<file path="src/rtl/pipe_stall_ctrl_pkg.sv">
// Shared stall-bus definitions for the pipeline stall controller.
// Bit k of a stall vector freezes pipeline register k (0 = PC ... 5 = WB).
package pipe_stall_ctrl_pkg;

  localparam int StallBus = 6;

  localparam logic Stop   = 1'b1;
  localparam logic NoStop = 1'b0;

  // Each encoding freezes everything upstream of the requesting stage and bubbles the next one.
  localparam logic [StallBus-1:0] STALL_MEM  = 6'b001111;
  localparam logic [StallBus-1:0] STALL_EX   = 6'b000111;
  localparam logic [StallBus-1:0] STALL_ID   = 6'b000011;
  localparam logic [StallBus-1:0] STALL_NONE = 6'b000000;

endpackage

</file>
<file path="src/rtl/pipe_stall_ctrl_if.sv">
// Request/response bundle between the pipeline stages, the divider and the stall controller.
interface pipe_stall_ctrl_if #(
  parameter int STALL_W = pipe_stall_ctrl_pkg::StallBus,
  parameter int CNT_W   = 32
);
  logic               stallreq_id;
  logic               ex_div_req;
  logic               ex_div_signed;
  logic               div_ready;
  logic               stallreq_mem;
  logic [STALL_W-1:0] stall;
  logic               div_start;
  logic               div_signed;
  logic               hilo_we;
  logic               div_err;
  logic [CNT_W-1:0]   stall_cnt;

  modport master (
    output stallreq_id, ex_div_req, ex_div_signed, div_ready, stallreq_mem,
    input  stall, div_start, div_signed, hilo_we, div_err, stall_cnt
  );

  modport slave (
    input  stallreq_id, ex_div_req, ex_div_signed, div_ready, stallreq_mem,
    output stall, div_start, div_signed, hilo_we, div_err, stall_cnt
  );
endinterface

</file>
<file path="src/rtl/pipe_stall_ctrl_div_handshake_fsm.sv">
// Start/ready handshake with the external iterative divider, with a watchdog and HI/LO strobe.
//   state | meaning
//   IDLE  | no divide in flight; a div request launches the divider
//   RUN   | divider busy; watchdog counting
//   DONE  | result (or timeout) in hand; waiting for MEM to release before writing HI/LO
module div_handshake_fsm #(
  parameter int DIV_MAX_CYC = 40
) (
  input  logic clk,
  input  logic rst,
  input  logic ex_div_req,
  input  logic ex_div_signed,
  input  logic div_ready,
  input  logic stallreq_mem,
  output logic div_start,
  output logic div_signed,
  output logic hilo_we,
  output logic div_err,
  output logic div_busy,
  output logic div_idle
);

  localparam int WD_W = $clog2(DIV_MAX_CYC + 1);
  localparam logic [WD_W-1:0] WD_LAST = WD_W'(DIV_MAX_CYC - 1);

  typedef enum logic [1:0] {
    S_IDLE = 2'd0,
    S_RUN  = 2'd1,
    S_DONE = 2'd2
  } state_t;

  state_t state, state_nxt;
  logic [WD_W-1:0] wd_cnt;
  logic launch;
  logic wd_expire;

  assign launch    = (state == S_IDLE) && ex_div_req;
  // A ready arriving in the final watchdog cycle still counts as a good result.
  assign wd_expire = (state == S_RUN) && !div_ready && (wd_cnt == WD_LAST);

  always_ff @(posedge clk) begin
    if (rst) state <= S_IDLE;
    else     state <= state_nxt;
  end

  always_comb begin
    state_nxt = state;
    case (state)
      S_IDLE: if (ex_div_req) state_nxt = S_RUN;
      S_RUN:  if (div_ready || wd_expire) state_nxt = S_DONE;
      S_DONE: if (!stallreq_mem) state_nxt = S_IDLE;
      default: state_nxt = S_IDLE;
    endcase
  end

  // The HI/LO write coincides with the cycle EX is released, so the result lands as the div retires.
  always_comb begin
    div_idle = (state == S_IDLE);
    div_busy = (state == S_RUN) || ((state == S_DONE) && stallreq_mem);
    hilo_we  = (state == S_DONE) && !stallreq_mem;
  end

  always_ff @(posedge clk) begin
    if (rst) begin
      wd_cnt     <= '0;
      div_start  <= 1'b0;
      div_signed <= 1'b0;
      div_err    <= 1'b0;
    end else begin
      div_start <= launch;
      if (launch) begin
        wd_cnt     <= '0;
        div_signed <= ex_div_signed;
      end else if (state == S_RUN) begin
        wd_cnt <= wd_cnt + WD_W'(1);
      end
      if (wd_expire) div_err <= 1'b1;
    end
  end

endmodule

</file>
<file path="src/rtl/pipe_stall_ctrl.sv">
// Central stall controller: merges ID/EX/MEM stall requests into the per-register stall vector,
// sequences the divider and keeps a saturating stall-cycle counter.
module pipe_stall_ctrl
  import pipe_stall_ctrl_pkg::*;
#(
  parameter int STALL_W     = StallBus,
  parameter int DIV_MAX_CYC = 40,
  parameter int CNT_W       = 32
) (
  input  logic             clk,
  input  logic             rst,
  pipe_stall_ctrl_if.slave bus
);

  logic               div_busy;
  logic               div_idle;
  logic               ex_stall_req;
  logic [STALL_W-1:0] stall_vec;
  logic [CNT_W-1:0]   stall_cnt;

  div_handshake_fsm #(
    .DIV_MAX_CYC (DIV_MAX_CYC)
  ) u_div_fsm (
    .clk           (clk),
    .rst           (rst),
    .ex_div_req    (bus.ex_div_req),
    .ex_div_signed (bus.ex_div_signed),
    .div_ready     (bus.div_ready),
    .stallreq_mem  (bus.stallreq_mem),
    .div_start     (bus.div_start),
    .div_signed    (bus.div_signed),
    .hilo_we       (bus.hilo_we),
    .div_err       (bus.div_err),
    .div_busy      (div_busy),
    .div_idle      (div_idle)
  );

  // EX holds from the cycle the div shows up, before the FSM has left IDLE.
  assign ex_stall_req = div_busy || (div_idle && bus.ex_div_req);

  always_comb begin
    stall_vec = STALL_W'(STALL_NONE);
    if (bus.stallreq_mem)     stall_vec = STALL_W'(STALL_MEM);
    else if (ex_stall_req)    stall_vec = STALL_W'(STALL_EX);
    else if (bus.stallreq_id) stall_vec = STALL_W'(STALL_ID);
  end

  always_ff @(posedge clk) begin
    if (rst)                            stall_cnt <= '0;
    else if ((|stall_vec) && !(&stall_cnt)) stall_cnt <= stall_cnt + CNT_W'(1);
  end

  assign bus.stall     = stall_vec;
  assign bus.stall_cnt = stall_cnt;

endmodule

</file>
<file path="src/flat_wrapper.sv">
// flat-port wrapper written by rule: the top's interface ports become plain ports
module pipe_stall_ctrl_flat import pipe_stall_ctrl_pkg::*;
#(
  parameter int STALL_W     = StallBus,
  parameter int DIV_MAX_CYC = 40,
  parameter int CNT_W       = 32
)
  (clk, rst, bus_stallreq_id, bus_ex_div_req, bus_ex_div_signed, bus_div_ready, bus_stallreq_mem, bus_stall, bus_div_start, bus_div_signed, bus_hilo_we, bus_div_err, bus_stall_cnt);
  pipe_stall_ctrl_if #(.STALL_W(STALL_W), .CNT_W(CNT_W)) bus_i ();
  input  logic clk;
  input  logic rst;
  input wire logic [$bits(bus_i.stallreq_id)-1:0] bus_stallreq_id;
  input wire logic [$bits(bus_i.ex_div_req)-1:0] bus_ex_div_req;
  input wire logic [$bits(bus_i.ex_div_signed)-1:0] bus_ex_div_signed;
  input wire logic [$bits(bus_i.div_ready)-1:0] bus_div_ready;
  input wire logic [$bits(bus_i.stallreq_mem)-1:0] bus_stallreq_mem;
  output wire logic [$bits(bus_i.stall)-1:0] bus_stall;
  output wire logic [$bits(bus_i.div_start)-1:0] bus_div_start;
  output wire logic [$bits(bus_i.div_signed)-1:0] bus_div_signed;
  output wire logic [$bits(bus_i.hilo_we)-1:0] bus_hilo_we;
  output wire logic [$bits(bus_i.div_err)-1:0] bus_div_err;
  output wire logic [$bits(bus_i.stall_cnt)-1:0] bus_stall_cnt;
  assign bus_i.stallreq_id = bus_stallreq_id;
  assign bus_i.ex_div_req = bus_ex_div_req;
  assign bus_i.ex_div_signed = bus_ex_div_signed;
  assign bus_i.div_ready = bus_div_ready;
  assign bus_i.stallreq_mem = bus_stallreq_mem;
  assign bus_stall = bus_i.stall;
  assign bus_div_start = bus_i.div_start;
  assign bus_div_signed = bus_i.div_signed;
  assign bus_hilo_we = bus_i.hilo_we;
  assign bus_div_err = bus_i.div_err;
  assign bus_stall_cnt = bus_i.stall_cnt;
  pipe_stall_ctrl #(.STALL_W(STALL_W), .DIV_MAX_CYC(DIV_MAX_CYC), .CNT_W(CNT_W)) u_core (.clk(clk), .rst(rst), .bus(bus_i));
endmodule
</file>
<file path="config.mk">
export PLATFORM = sky130hd
export DESIGN_NAME = pipe_stall_ctrl_flat
export DESIGN_NICKNAME = d
export VERILOG_FILES = /design/src/rtl/pipe_stall_ctrl_pkg.sv /design/src/rtl/pipe_stall_ctrl_if.sv /design/src/rtl/pipe_stall_ctrl_div_handshake_fsm.sv /design/src/rtl/pipe_stall_ctrl.sv /design/src/flat_wrapper.sv
export SDC_FILE = /design/constraint.sdc
export NUM_CORES = 1
export LEC_CHECK = 0
export BUFFER_PORTS_ARGS = -buffer_cell sky130_fd_sc_hd__buf_2
export CORE_MARGIN = 3
export CORE_UTILIZATION = 33
export CTS_CLUSTER_SIZE = 30
export DETAILED_ROUTE_END_ITERATION = 8
export REMOVE_ABC_BUFFERS = 1
export SETUP_SLACK_MARGIN = 0.3
export SYNTH_ARGS = -nofsm -noshare
export SYNTH_HDL_FRONTEND = slang
export SYNTH_SLANG_ARGS = --single-unit
</file>
<file path="constraint.sdc">
create_clock -name clk -period 4.7 [get_ports clk]
set_input_delay 0.705 -clock clk [delete_from_list [all_inputs] [get_ports clk]]
set_output_delay 0.705 -clock clk [all_outputs]
set_load 0.02 [all_outputs]
</file>
---- Word-level counts from Yosys, hierarchy flattened ----
Cells that the tools add are included.
operators by class
  add/subtract/negate cells ............... 2
  equal/unequal tests ..................... 6
  mux-type cells .......................... 7
  reduce and logical (&&, ||, !) cells .... 17
operators by type and width
  operator                                             number
  adder 32 x 1 -> 32 bit, second input constant        1
  AND reduction 32 bit                                 1
  2-to-1 mux 6 bit                                     2
  2-to-1 mux 2 bit                                     4
  adder 6 x 1 -> 6 bit, second input constant          1
  equality test 6 bit, second input constant           1
  logical AND 1 bit                                    6
  inequality test 2 bit, second input constant         3
  case mux 2 bit (3 select lines)                      1
  OR reduction 6 bit                                   1
  logical NOT 1 bit                                    3
  logical OR 1 bit                                     3
  AND reduction 3 bit                                  1
  equality test 2 x 1 -> 1 bit, second input constant  1
  equality test 2 bit, second input constant           1
  logical NOT 2 bit                                    1
  OR reduction 2 bit                                   1
storage, ports and cells
  flip-flop bits (word level) ............. 43
  output and inout port bits .............. 42

---- Logic depth before layout (Yosys ltp) ----
Gate-level depths: netlist (run 1).
  word-level depth ........................ 8
  depth in mapped cells ................... 7

---- By module ----
Synthesis (run 1) repeated with hierarchy kept, for this count alone.
unflattened totals
  cells, all modules ...................... 255
  area total of the unflattened synthesis .. 2240.9 µm²
by module, submodules not included
  module             times used  cells an instance  area an instance (µm²)  seq. area each (µm²)
  pipe_stall_ctrl    1           200                1717.9                  640.6
  div_handshake_fsm  1           55                 523.0                   220.2

---- Worst setup path before layout (run 1) ----
Ideal clock, no wire load.
  path type ............................... in2out
  start point ............................. in bus_stallreq_mem
  end point ............................... out bus_stall[1]
  data arrival time ....................... 1.519 ns
  setup slack ............................. 2.476 ns
  cell stages on the path ................. 4
  path buffers ............................ 1
  cells stage by stage .................... nor2_1 > and2_1 > inv_1 > buf_4
between the ends
  longest elaborated chain between the ends .. 5
ends and longest elaborated chain
  element             line                                     RTL
  from (decl)         flat_wrapper.sv:16                       input wire logic [$bits(bus_i.stallreq_mem)-1:0] bus_stallreq_mem;
  logical AND 1 bit   pipe_stall_ctrl_div_handshake_fsm.sv:59  div_busy = (state == S_RUN) || ((state == S_DONE) && stallreq_mem);
  logical OR 1 bit    pipe_stall_ctrl_div_handshake_fsm.sv:59
  logical OR 1 bit    pipe_stall_ctrl.sv:39                    assign ex_stall_req = div_busy || (div_idle && bus.ex_div_req);
  2-to-1 mux 6 bit    pipe_stall_ctrl.sv:44                    else if (ex_stall_req) stall_vec = STALL_W'(STALL_EX);
  2-to-1 mux 6 bit *  pipe_stall_ctrl.sv:43                    if (bus.stallreq_mem) stall_vec = STALL_W'(STALL_MEM);
  to (decl)           flat_wrapper.sv:17                       output wire logic [$bits(bus_i.stall)-1:0] bus_stall;
Every way passes the cells marked *; elsewhere a longest branch is shown, timed or not.

---- Worst setup path in the final report (run 1) ----
  start point ............................. reg u_core.stall_cnt[0] (netlist: u_core.bus.stall_cnt[0])
  end point ............................... reg u_core.stall_cnt[7] (netlist: u_core.bus.stall_cnt[7])
between the ends
  longest elaborated chain between the ends .. 3
ends and longest elaborated chain
  element                                                                         line                   RTL
  from (decl)                                                                     pipe_stall_ctrl.sv:19  logic [CNT_W-1:0] stall_cnt;
  from (signal assigned)                                                          pipe_stall_ctrl.sv:50  else if ((|stall_vec) && !(&stall_cnt)) stall_cnt <= stall_cnt + CNT_W'(1);
  parallel branches: the longest is 3 deep, another holds adder 32 x 1 -> 32 bit  n/a
Parallel ways; which one is timed is not known.
A chain may end at the register's enable or synchronous reset.

==> results of run 1 <==
## synthesized netlist by cell type, types with 6 or more instances
cell type,number
a21oi_1,9
and3_1,6
dfxtp_1,43
inv_1,9
nand2_1,10
nand3_1,11
nand4_1,18
nor2_1,41
xnor2_1,16
xor2_1,15
## per-stage QoR
| stage | std cells | setup WS (ps) | power [W] | hold slack [ps] |
|---|---|---|---|---|
| after detailed placement | 364 | 2000 | 0.000435 | 457 |
| after global placement | 364 | 2090 | 0.000434 | 452 |
| final | 372 | 2010 | 0.000713 | 473 |
| after floorplan | 241 | 2300 | 0.000415 | 472 |
| after global routing | 372 | 1600 | 0.000751 | 497 |
| after CTS | 372 | 1990 | 0.000728 | 478 |
## cell usage in the layout (no fill, tap or decap), drive strengths merged, types with 6 or more instances in the layout
master  synthesis  layout
buf             7      46
xor2           15      15
nand3          12      12
nand2          10      10
xnor2          16      16
nand4          19      19
and3            6       6
a21oi          10      10
inv             9       9
nor2           41      41
dfxtp          43      43
## worst max-delay path: stages, from the launching register on
cell and delay, ps:
dfxtp_1 420, ha_1 220, nand4_1 240, nor4_2 1030, a21oi_1 280, a311oi_1 330, a41o_1 120
## state kept, by name (all words and copies together) (netlist names)
register	flops
u_core.u_div_fsm.div_err	1
u_core.u_div_fsm.div_signed	1
u_core.u_div_fsm.wd_cnt	6
u_core.bus.stall_cnt	32
u_core.u_div_fsm.state	2
u_core.u_div_fsm.div_start	1
## cells by family after synthesis
| kind of cell | after synthesis |
|---|---|
| other cells | 1 |
| xor+xnor | 31 |
| buf+inv | 21 |
| fa+ha+maj | 2 |
| mux | 2 |
| compound gates | 39 |
| flops | 43 |
| simple gates | 113 |
## per-layer routing
| metal | track usage [%] | share of wire (%) | vias to the layer above |
|---|---|---|---|
| met3 | 3.97 | 5.4 | 6 |
| met5 | 0 | 0 | - |
| met1 | 17.9 | 46 | 896 |
| met2 | 21.2 | 47 | 40 |
| li1 | - | - | 990 |
| met4 | 5.44 | 1.7 | 0 |
## cell type report
cell class	instances	area (sq um)	share of cell area, %
tap	77	96.3	3.75
sequential	43	861	33.5
clock buffer	5	68.8	2.68
clock inverter	3	43.8	1.70
timing repair buffer	46	230	8.96
inverter	9	33.8	1.32
multi-input combinational	189	1230	48.1
## worst max-delay path by stage
stage | end | start | depth (start not counted) | slack, ps
3_5_place_dp | u_core.bus.stall_cnt[7] | u_core.bus.stall_cnt[0] | 6 | 2000
5_1_grt | u_core.bus.stall_cnt[17] | u_core.bus.stall_cnt[0] | 6 | 1600
4_1_cts | u_core.bus.stall_cnt[7] | u_core.bus.stall_cnt[0] | 6 | 1990
3_3_place_gp | u_core.bus.stall_cnt[15] | u_core.bus.stall_cnt[0] | 6 | 2090
2_1_floorplan | u_core.bus.stall_cnt[7] | u_core.bus.stall_cnt[0] | 6 | 2300
6_report | u_core.bus.stall_cnt[7] | u_core.bus.stall_cnt[0] | 6 | 2010
## report_power, final
group | leakage (nW) | total (W) | switching (W) | internal, W
Combinational | 0.603 | 0.0000476 | 0.0000311 | 0.0000164
Sequential | 0.348 | 0.000378 | 0.00000743 | 0.000370
Clock | 0.0581 | 0.000288 | 0.000129 | 0.000158
Total | 1.01 | 0.000713 | 0.000168 | 0.000545
==> results.yml, run 1 <==
outcome:
  status: "completed"
min_path:
  min-delay-path-class: "flip-flop to flip-flop"
  min_path_cells: 2
  holdPathEnd: "u_core.u_div_fsm.div_signed"
  min_from: "u_core.u_div_fsm.div_signed"
drt:
  wl_per_cell_um: 13.4
  wirelength_mm: 4.99
  drt-pass1-iter-count: 4
  drtAntennaViolNets: 0
  drt_iter0_drc: 127
  via_per_inst: 5.19
  vias: 1932
  drc: 0
yosys:
  syn_inst: 252
  syn_avg_cell_area_sq_um: 8.70
  synthXorXnorAreaFrac_pct: 12.4
  syn_area_sq_um: 2190
  post_synth_num_cell_types: 44
  ys_warn_count: 0
  synth-adder-area-share_pct: 1.14
  synth-edff-count: 0
  synth_top_family_by_area: "simple AND/OR/NAND/NOR gates"
  synth_compound_area_share_pct: 12.8
  yosys.area.top_type: "dfxtp_1"
  netlist_top_cells_area: "dfxtp_1 39%, nor2_1 7.0%, xnor2_1 6.4%, xor2_1 6.0%, nand4_1 5.1%"
  synth_simple_gate_area_share_pct: 28.7
  muxShareOfSynthArea_pct: 0.913
  yosysTopAreaCellShare_pct: 39.3
  synth_seq_cells: 43
  synth_ff_type: "dfxtp_1"
  ys_async_sr_fraction_pct: 0
  ys_seq_area_share_pct: 39.3
global_route:
  grt_antenna_before_repair: 0
  grt_pass1_vias: 1749
  grt-ovfl-total: 0
  grtUsageTotal_pct: 13.7
  grt_max_degree: 38
  grt_first_pass_wirelength_mm: 8.31
cts:
  cts_tree: "done"
  cts_root_buf: "clkbuf_8"
  worstSkewPairLatency_ps: 300
  clk_pin_slew_worst_paths_ps: 90
  cts_max_path_buffers: 2
  htree_levels: 2
  cts-resized-gates: 0
  numCtsBuffers: 5
  cts_sinks: 43
  postCtsSetupBuffers: 0
  hold_buffers: 0
cells_and_area:
  fillers: 678
  layout-drive-gt1-share_pct: 20.7
  finalNetCount: 303
  area_delta_synth_final_pct: 17.2
  final_area_sq_um: 2570
  fin_util_pct: 40.2
  num_antenna_cells: 0
setup_path:
  rr_startpoint: "u_core.bus.stall_cnt[0]"
  crit_required_ps: 4950
  crit_path_start_kind: "flip-flop"
  cp_data_arrival_time_ps: 2940
  path_max_fanout: 14
  rr_worst_depth: 6
  reg2reg_to: "u_core.bus.stall_cnt[7]"
  crit_type: "flip-flop to flip-flop"
  end_kind: "flip-flop"
  regToRegSetupSlack_ps: 2010
floorplan:
  die_area_sq_um: 7660
  fp.dieW_um: 87.5
  rows: 29
  die_h_um: 87.5
  core_area_sq_um: 6390
  io_pins: 49
  start_util_pct: 34.3
flow_run:
  maxCapViolCount: 0
pwr:
  power.leakage_nw: 1.01
  peakVddDrop_v: 0.000134
  powerDensity_nw_per_um2: 278
timing:
  fin_crit_sh_pct: 57.2
  max_freq_mhz: 372
  layout_min_cycle_time_ps: 2690
  setup_tns_ps: 0
  setup_viol: 0
  hold_viol: 0
  skew_ps: 6.67
  worstMarginPinSlew_ps: 1120
  finalMaxSlewViolations: 0
  max_slew_margin_pct: 25.0
  grt_setup_unrepaired: "no"
placed_design:
  hpwl_mm: 3.58
  routabilityCongestion: 0.783
  io_buffers: 46
  dpl_cell_area_sq_um: 2460
Power figures use the tool's default switching activity.
==> run 2, diff against run 1 <==
==> constraint.sdc (replaced) <==
create_clock -name clk -period 2.45 [get_ports clk]
set_input_delay 0.3675 -clock clk [delete_from_list [all_inputs] [get_ports clk]]
set_output_delay 0.3675 -clock clk [all_outputs]
set_load 0.02 [all_outputs]
==> results.yml, run 2 (synthesis gave the netlist of run 1 again) <==
outcome:
  status: "completed"
setup_path:
  crit_path_start_kind: "flip-flop"
  end_kind: "flip-flop"
  rr_startpoint: "u_core.bus.stall_cnt[0]"
  crit_type: "flip-flop to flip-flop"
  crit_required_ps: 2640
  rr_worst_depth: 6
  reg2reg_to: "u_core.bus.stall_cnt[23]"
  regToRegSetupSlack_ps: 460
  cp_data_arrival_time_ps: 2180
  endpoint: "u_core.bus.stall_cnt[23]"
  path_max_fanout: 5
  cp-startpoint: "u_core.bus.stall_cnt[0]"
timing:
  setup_tns_ps: 0
  finalMaxSlewViolations: 0
  max_freq_mhz: 502
  hold_viol: 0
  worstMarginPinSlew_ps: 877
  layout_min_cycle_time_ps: 1990
  skew_ps: 4.37
  grt_setup_unrepaired: "no"
  setup_viol: 0
  max_slew_margin_pct: 41.1
  fin_crit_sh_pct: 81.3
floorplan:
  start_util_pct: 34.3
  io_pins: 49
  core_area_sq_um: 6390
  die_area_sq_um: 7660
  die_h_um: 87.5
  fp.dieW_um: 87.5
  rows: 29
cells_and_area:
  largest_reg_flops: 32
  num_antenna_cells: 0
  regMostFlops: "u_core.bus.stall_cnt"
  final_common_cell: "buf_2"
  finalNetCount: 318
  fillers: 663
  reg_top3: "u_core.bus.stall_cnt: 32 flops, u_core.u_div_fsm.wd_cnt: 6 flops, u_core.u_div_fsm.state: 2 flops"
  final_cell_mix: "46 x buf_2, 43 x dfxtp_1, 41 x nor2_1"
  area_delta_synth_final_pct: 23.6
  layout-drive-gt1-share_pct: 24.2
  stdcell_count: 387
pwr:
  peakVddDrop_v: 0.000310
  power.leakage_nw: 1.10
  powerDensity_nw_per_um2: 542
cts:
  cts_root_buf: "clkbuf_8"
  cts_sinks: 43
  numCtsBuffers: 5
  htree_levels: 2
  worstSkewPairLatency_ps: 290
  cts_tree: "done"
  clk_pin_slew_worst_paths_ps: 80
  cts_max_path_buffers: 2
placed_design:
  routabilityCongestion: 0.791
  hpwl_mm: 3.76
  place_inst: 373
  io_buffers: 46
drt:
  wirelength_mm: 4.99
  vias: 1990
  wl_per_cell_um: 12.9
  via_per_inst: 5.14
  drtAntennaViolNets: 0
  drt-pass1-iter-count: 4
  drc: 0
  drt_iter0_drc: 90
flow_run:
  maxCapViolCount: 0
global_route:
  grt_antenna_before_repair: 0
  grt_max_degree: 22
  grt_first_pass_wirelength_mm: 8.60
  grt_pass1_vias: 1850
  grtUsageTotal_pct: 13.9
  grt-ovfl-total: 0
min_path:
  min-delay-path-class: "primary input to flip-flop"
run 2: layer usage:
metal	global-route usage (%)	part of all wire [%]	up-vias
li1	-	-	1018
met1	18.0	47	915
met2	21.4	44	49
met3	4.64	6.9	8
met4	4.88	1.7	0
met5	0	0	-
run 2: how the worst min path moves through the flow:
stage                                        start                          end  slack, ps  cells past startpoint
final                            bus_ex_div_signed  u_core.u_div_fsm.div_signed        280                      3
after global routing             bus_ex_div_signed  u_core.u_div_fsm.div_signed        290                      3
after CTS                        bus_ex_div_signed  u_core.u_div_fsm.div_signed        270                      3
after detailed placement  u_core.u_div_fsm.div_err     u_core.u_div_fsm.div_err        460                      2
after global placement    u_core.u_div_fsm.div_err     u_core.u_div_fsm.div_err        450                      2
after floorplan                                rst     u_core.bus.stall_cnt[16]        440                      1
run 2: cell type report:
cell class / instances / area, sq um / area share [%]
Multi-Input combinational cell: 189 / 1240 / 45.9
Tap cell: 77 / 96.3 / 3.55
Sequential cell: 43 / 861 / 31.8
Clock buffer: 6 / 72.6 / 2.68
Inverter: 9 / 33.8 / 1.25
Timing Repair Buffer: 61 / 343 / 12.7
Clock inverter: 2 / 60.1 / 2.22
run 2: per-stage QoR:
| stage | hold WS, ps | setup slack, ps | instance area (sq um) | utilization, % | power [W] |
|---|---|---|---|---|---|
| detailed placement | 464 | 331 | 2520 | 39.5 | 0.000837 |
| finish | 278 | 458 | 2710 | 42.4 | 0.00147 |
| CTS | 273 | 309 | 2660 | 41.6 | 0.00149 |
| global route | 285 | 307 | 2710 | 42.4 | 0.00154 |
| floorplan | 437 | 49.7 | 2130 | - | 0.000795 |
| global placement | 453 | 364 | 2520 | 39.5 | 0.000836 |
run 2: power by group:
group | leakage (nW) | internal [W] | total (W) | switching (W)
clock | 0.0654 | 0.000408 | 0.000649 | 0.000241
sequential | 0.348 | 0.000710 | 0.000725 | 0.0000145
combinational | 0.683 | 0.0000347 | 0.0000956 | 0.0000609
total | 1.10 | 0.00115 | 0.00147 | 0.000317
run 2: critical path, stage by stage (launching register included):
cell and delay [ps]:
dfxtp_1 420, ha_1 230, nand4_1 210, or4_1 660, nand4_1 170, xor2_1 160
nor2_1 50
run 2: repair_timing:
item                                    in CTS  in global routing
hold buffers                                 0                  0
buffers inserted                             0                  6
endpoints found under the hold margin        0                  0
resized for setup                            0                  2
endpoints found under the setup margin       0                 12
==> run 3, diff against run 2 <==
--- a/config.mk
+++ b/config.mk
@@ -5,6 +5,7 @@
 export SDC_FILE = /design/constraint.sdc
 export NUM_CORES = 1
 export LEC_CHECK = 0
+export ABC_AREA = 1
 export BUFFER_PORTS_ARGS = -buffer_cell sky130_fd_sc_hd__buf_2
 export CORE_MARGIN = 3
 export CORE_UTILIZATION = 33
==> constraint.sdc (replaced) <==
create_clock -name clk -period 1.8 [get_ports clk]
set_input_delay 0.27 -clock clk [delete_from_list [all_inputs] [get_ports clk]]
set_output_delay 0.27 -clock clk [all_outputs]
set_load 0.02 [all_outputs]
==> results.yml, run 3 <==
outcome:
  status: "completed"
setup_path:
  worstPathCellList: "ha_4, inv_4, nor2_4, nand2_2, nor2_4, nand2_4, nand2_8, buf_6, nor2_2, nor2_2, nor2_1"
  slowest_stage: "dfxtp_2"
  end_kind: "flip-flop"
  crit_required_ps: 1990
  crit_path_start_kind: "flip-flop"
  path_max_fanout: 6
  cp_slowest_stage_delay_ps: 360
  cp_data_arrival_time_ps: 1770
  crit_type: "flip-flop to flip-flop"
cells_and_area:
  finalNetCount: 519
  fin_util_pct: 46.9
  layout-drive-gt1-share_pct: 36.0
  stdcell_count: 613
  regMostFlops: "u_core.bus.stall_cnt"
  num_antenna_cells: 0
  reg_top3: "u_core.bus.stall_cnt: 32 flops, u_core.u_div_fsm.wd_cnt: 6 flops, u_core.u_div_fsm.state: 2 flops"
  largest_reg_flops: 32
  final_area_sq_um: 3680
  area_delta_synth_final_pct: 36.1
  final_cell_mix: "145 x nand2_1, 53 x nor2_1, 45 x buf_2"
  fillers: 825
  final_common_cell: "nand2_1"
yosys:
  yosysTopAreaCellShare_pct: 31.9
  ys_warn_count: 0
  synth_ff_type: "dfxtp_1"
  muxShareOfSynthArea_pct: 0
  yosysMostFrequentCell: "nand2_1"
  syn_area_sq_um: 2700
  yosys.area.top_type: "dfxtp_1"
  synth-edff-count: 0
  synth_compound_area_share_pct: 8.98
  post_synth_num_cell_types: 31
  ys_seq_area_share_pct: 31.9
  synth_seq_cells: 43
  syn_avg_cell_area_sq_um: 6.39
  syn_inst: 423
  synth-adder-area-share_pct: 0.926
  synth_simple_gate_area_share_pct: 44.4
  netlist_top_cells_area: "dfxtp_1 32%, nand2_1 21%, nor2_1 9.9%, a21oi_2 4.9%, inv_1 4.6%"
  synthXorXnorAreaFrac_pct: 4.86
  ys_async_sr_fraction_pct: 0
  netlist_top_cells_count: "152 x nand2_1, 71 x nor2_1, 43 x dfxtp_1, 33 x inv_1, 21 x nand3_1"
  synth_top_family_by_area: "simple AND/OR/NAND/NOR gates"
drt:
  vias: 2939
  drt-pass1-iter-count: 4
  via_per_inst: 4.79
  dr.max_layer_used: "met4"
  wirelength_mm: 7.91
  wl_met1_mm: 3.68
  met3_length_um: 450
  wl_met2_mm: 3.72
  drtAntennaViolNets: 0
  drc: 0
  wl_per_cell_um: 12.9
  drt_iter0_drc: 121
flow_run:
  maxCapViolCount: 0
cts:
  cts_tree: "done"
  cts_sinks: 43
  htree_levels: 2
  numCtsBuffers: 5
  clk_pin_slew_worst_paths_ps: 90
  cts_max_path_buffers: 2
  hold_buffers: 0
  worstSkewPairLatency_ps: 300
  cts_root_buf: "clkbuf_8"
global_route:
  grt-ovfl-total: 0
  grt_max_degree: 28
  grt_antenna_before_repair: 0
  grtUsageTotal_pct: 17.3
  grt_pass1_vias: 2625
  grt_first_pass_wirelength_mm: 12.6
placed_design:
  routabilityCongestion: 0.935
  io_buffers: 46
  hpwl_mm: 5.80
  place_inst: 591
  dpl_cell_area_sq_um: 3200
pwr:
  peakVddDrop_v: 0.000300
  power.leakage_nw: 1.45
  powerDensity_nw_per_um2: 553
timing:
  layout_min_cycle_time_ps: 1580
  fin_crit_sh_pct: 87.9
  hold_viol: 0
  whs_ps: 208
  grt_setup_unrepaired: "yes"
  max_freq_mhz: 632
  setup_viol: 0
  finalMaxSlewViolations: 0
  skew_ps: 11.4
min_path:
  min-delay-path-class: "primary input to flip-flop"
floorplan:
  start_util_pct: 34.4
  rows: 32
  die_area_sq_um: 9310
  die_h_um: 96.5
  core_area_sq_um: 7850
  io_pins: 49
  fp.dieW_um: 96.5
-- run 3: changes by cell type after synthesis, sizes merged, moves of 5 or more --
cell	before	now
a2111oi	5	0
xor2	15	8
xnor2	16	7
nand3	12	21
inv	9	34
nand4	19	9
nor2	41	79
and4	5	0
nand2	10	164
a21oi	10	28
and3	6	0
-- run 3: cell type report --
class	instances	area [sq um]	share of cell area, %
multi-input cells	335	1760	48.0
inverters	34	138	3.74
clock buffers	6	82.6	2.24
clock inverters	2	35.0	0.952
flip-flops and latches	43	885	24.0
well taps	102	128	3.47
repair buffers	91	647	17.6
-- run 3: logic make-up after synthesis --
logic type / after synthesis
AO/OA/AOI/OAI: 36
XOR/XNOR: 15
adder cells (fa/ha/maj): 2
buffers and inverters: 46
flip-flops: 43
other: 1
AND/OR/NAND/NOR: 280
-- run 3: worst max-delay path, delay by kind of cell, from the launching register on --
| family | cells | cell delay (ps) |
|---|---|---|
| fa+ha+maj | 1 | 150 |
| simple gates | 8 | 800 |
| buf+inv | 2 | 160 |
| flops | 1 | 360 |
-- run 3: repair_timing --
action | in CTS | in global routing
setup endpoints to repair | 34 | 36
setup buffers | 11 | 2
gates resized for setup | 41 | 31
pin swaps | 12 | 10
cloned | 1 | 0
-- run 3: final timing paths --
path                                    start                           to  slack [ps]  depth (start not counted)
hold reg to reg   u_core.u_div_fsm.div_signed  u_core.u_div_fsm.div_signed         480                          1
hold / removal              bus_ex_div_signed  u_core.u_div_fsm.div_signed         210                          2
setup / recovery      u_core.bus.stall_cnt[0]     u_core.bus.stall_cnt[23]         220                         11
setup reg to reg      u_core.bus.stall_cnt[0]     u_core.bus.stall_cnt[23]         220                         11
-- run 3: through the flow --
stage	setup slack [ps]	power (W)	TNS [ps]
global placement	98.9	0.00121	0
detailed placement	75.4	0.00121	0
floorplan	-49.2	0.00112	-1130
CTS	253	0.00205	0
global route	140	0.00212	0
finish	218	0.00203	0
-- run 3: power breakdown --
part	switching (W)	leakage, nW	internal [W]
logic	0.000159	1.04	0.000103
clock network	0.000340	0.0612	0.000449
registers	0.0000169	0.354	0.000966
total	0.000516	1.45	0.00152
-- run 3: layer usage --
layer  track usage, %  vias to the layer above
met2             28.7                       85
li1                 -                     1494
met5                0                        -
met4             4.21                        0
met1             23.5                     1354
met3             2.87                        6
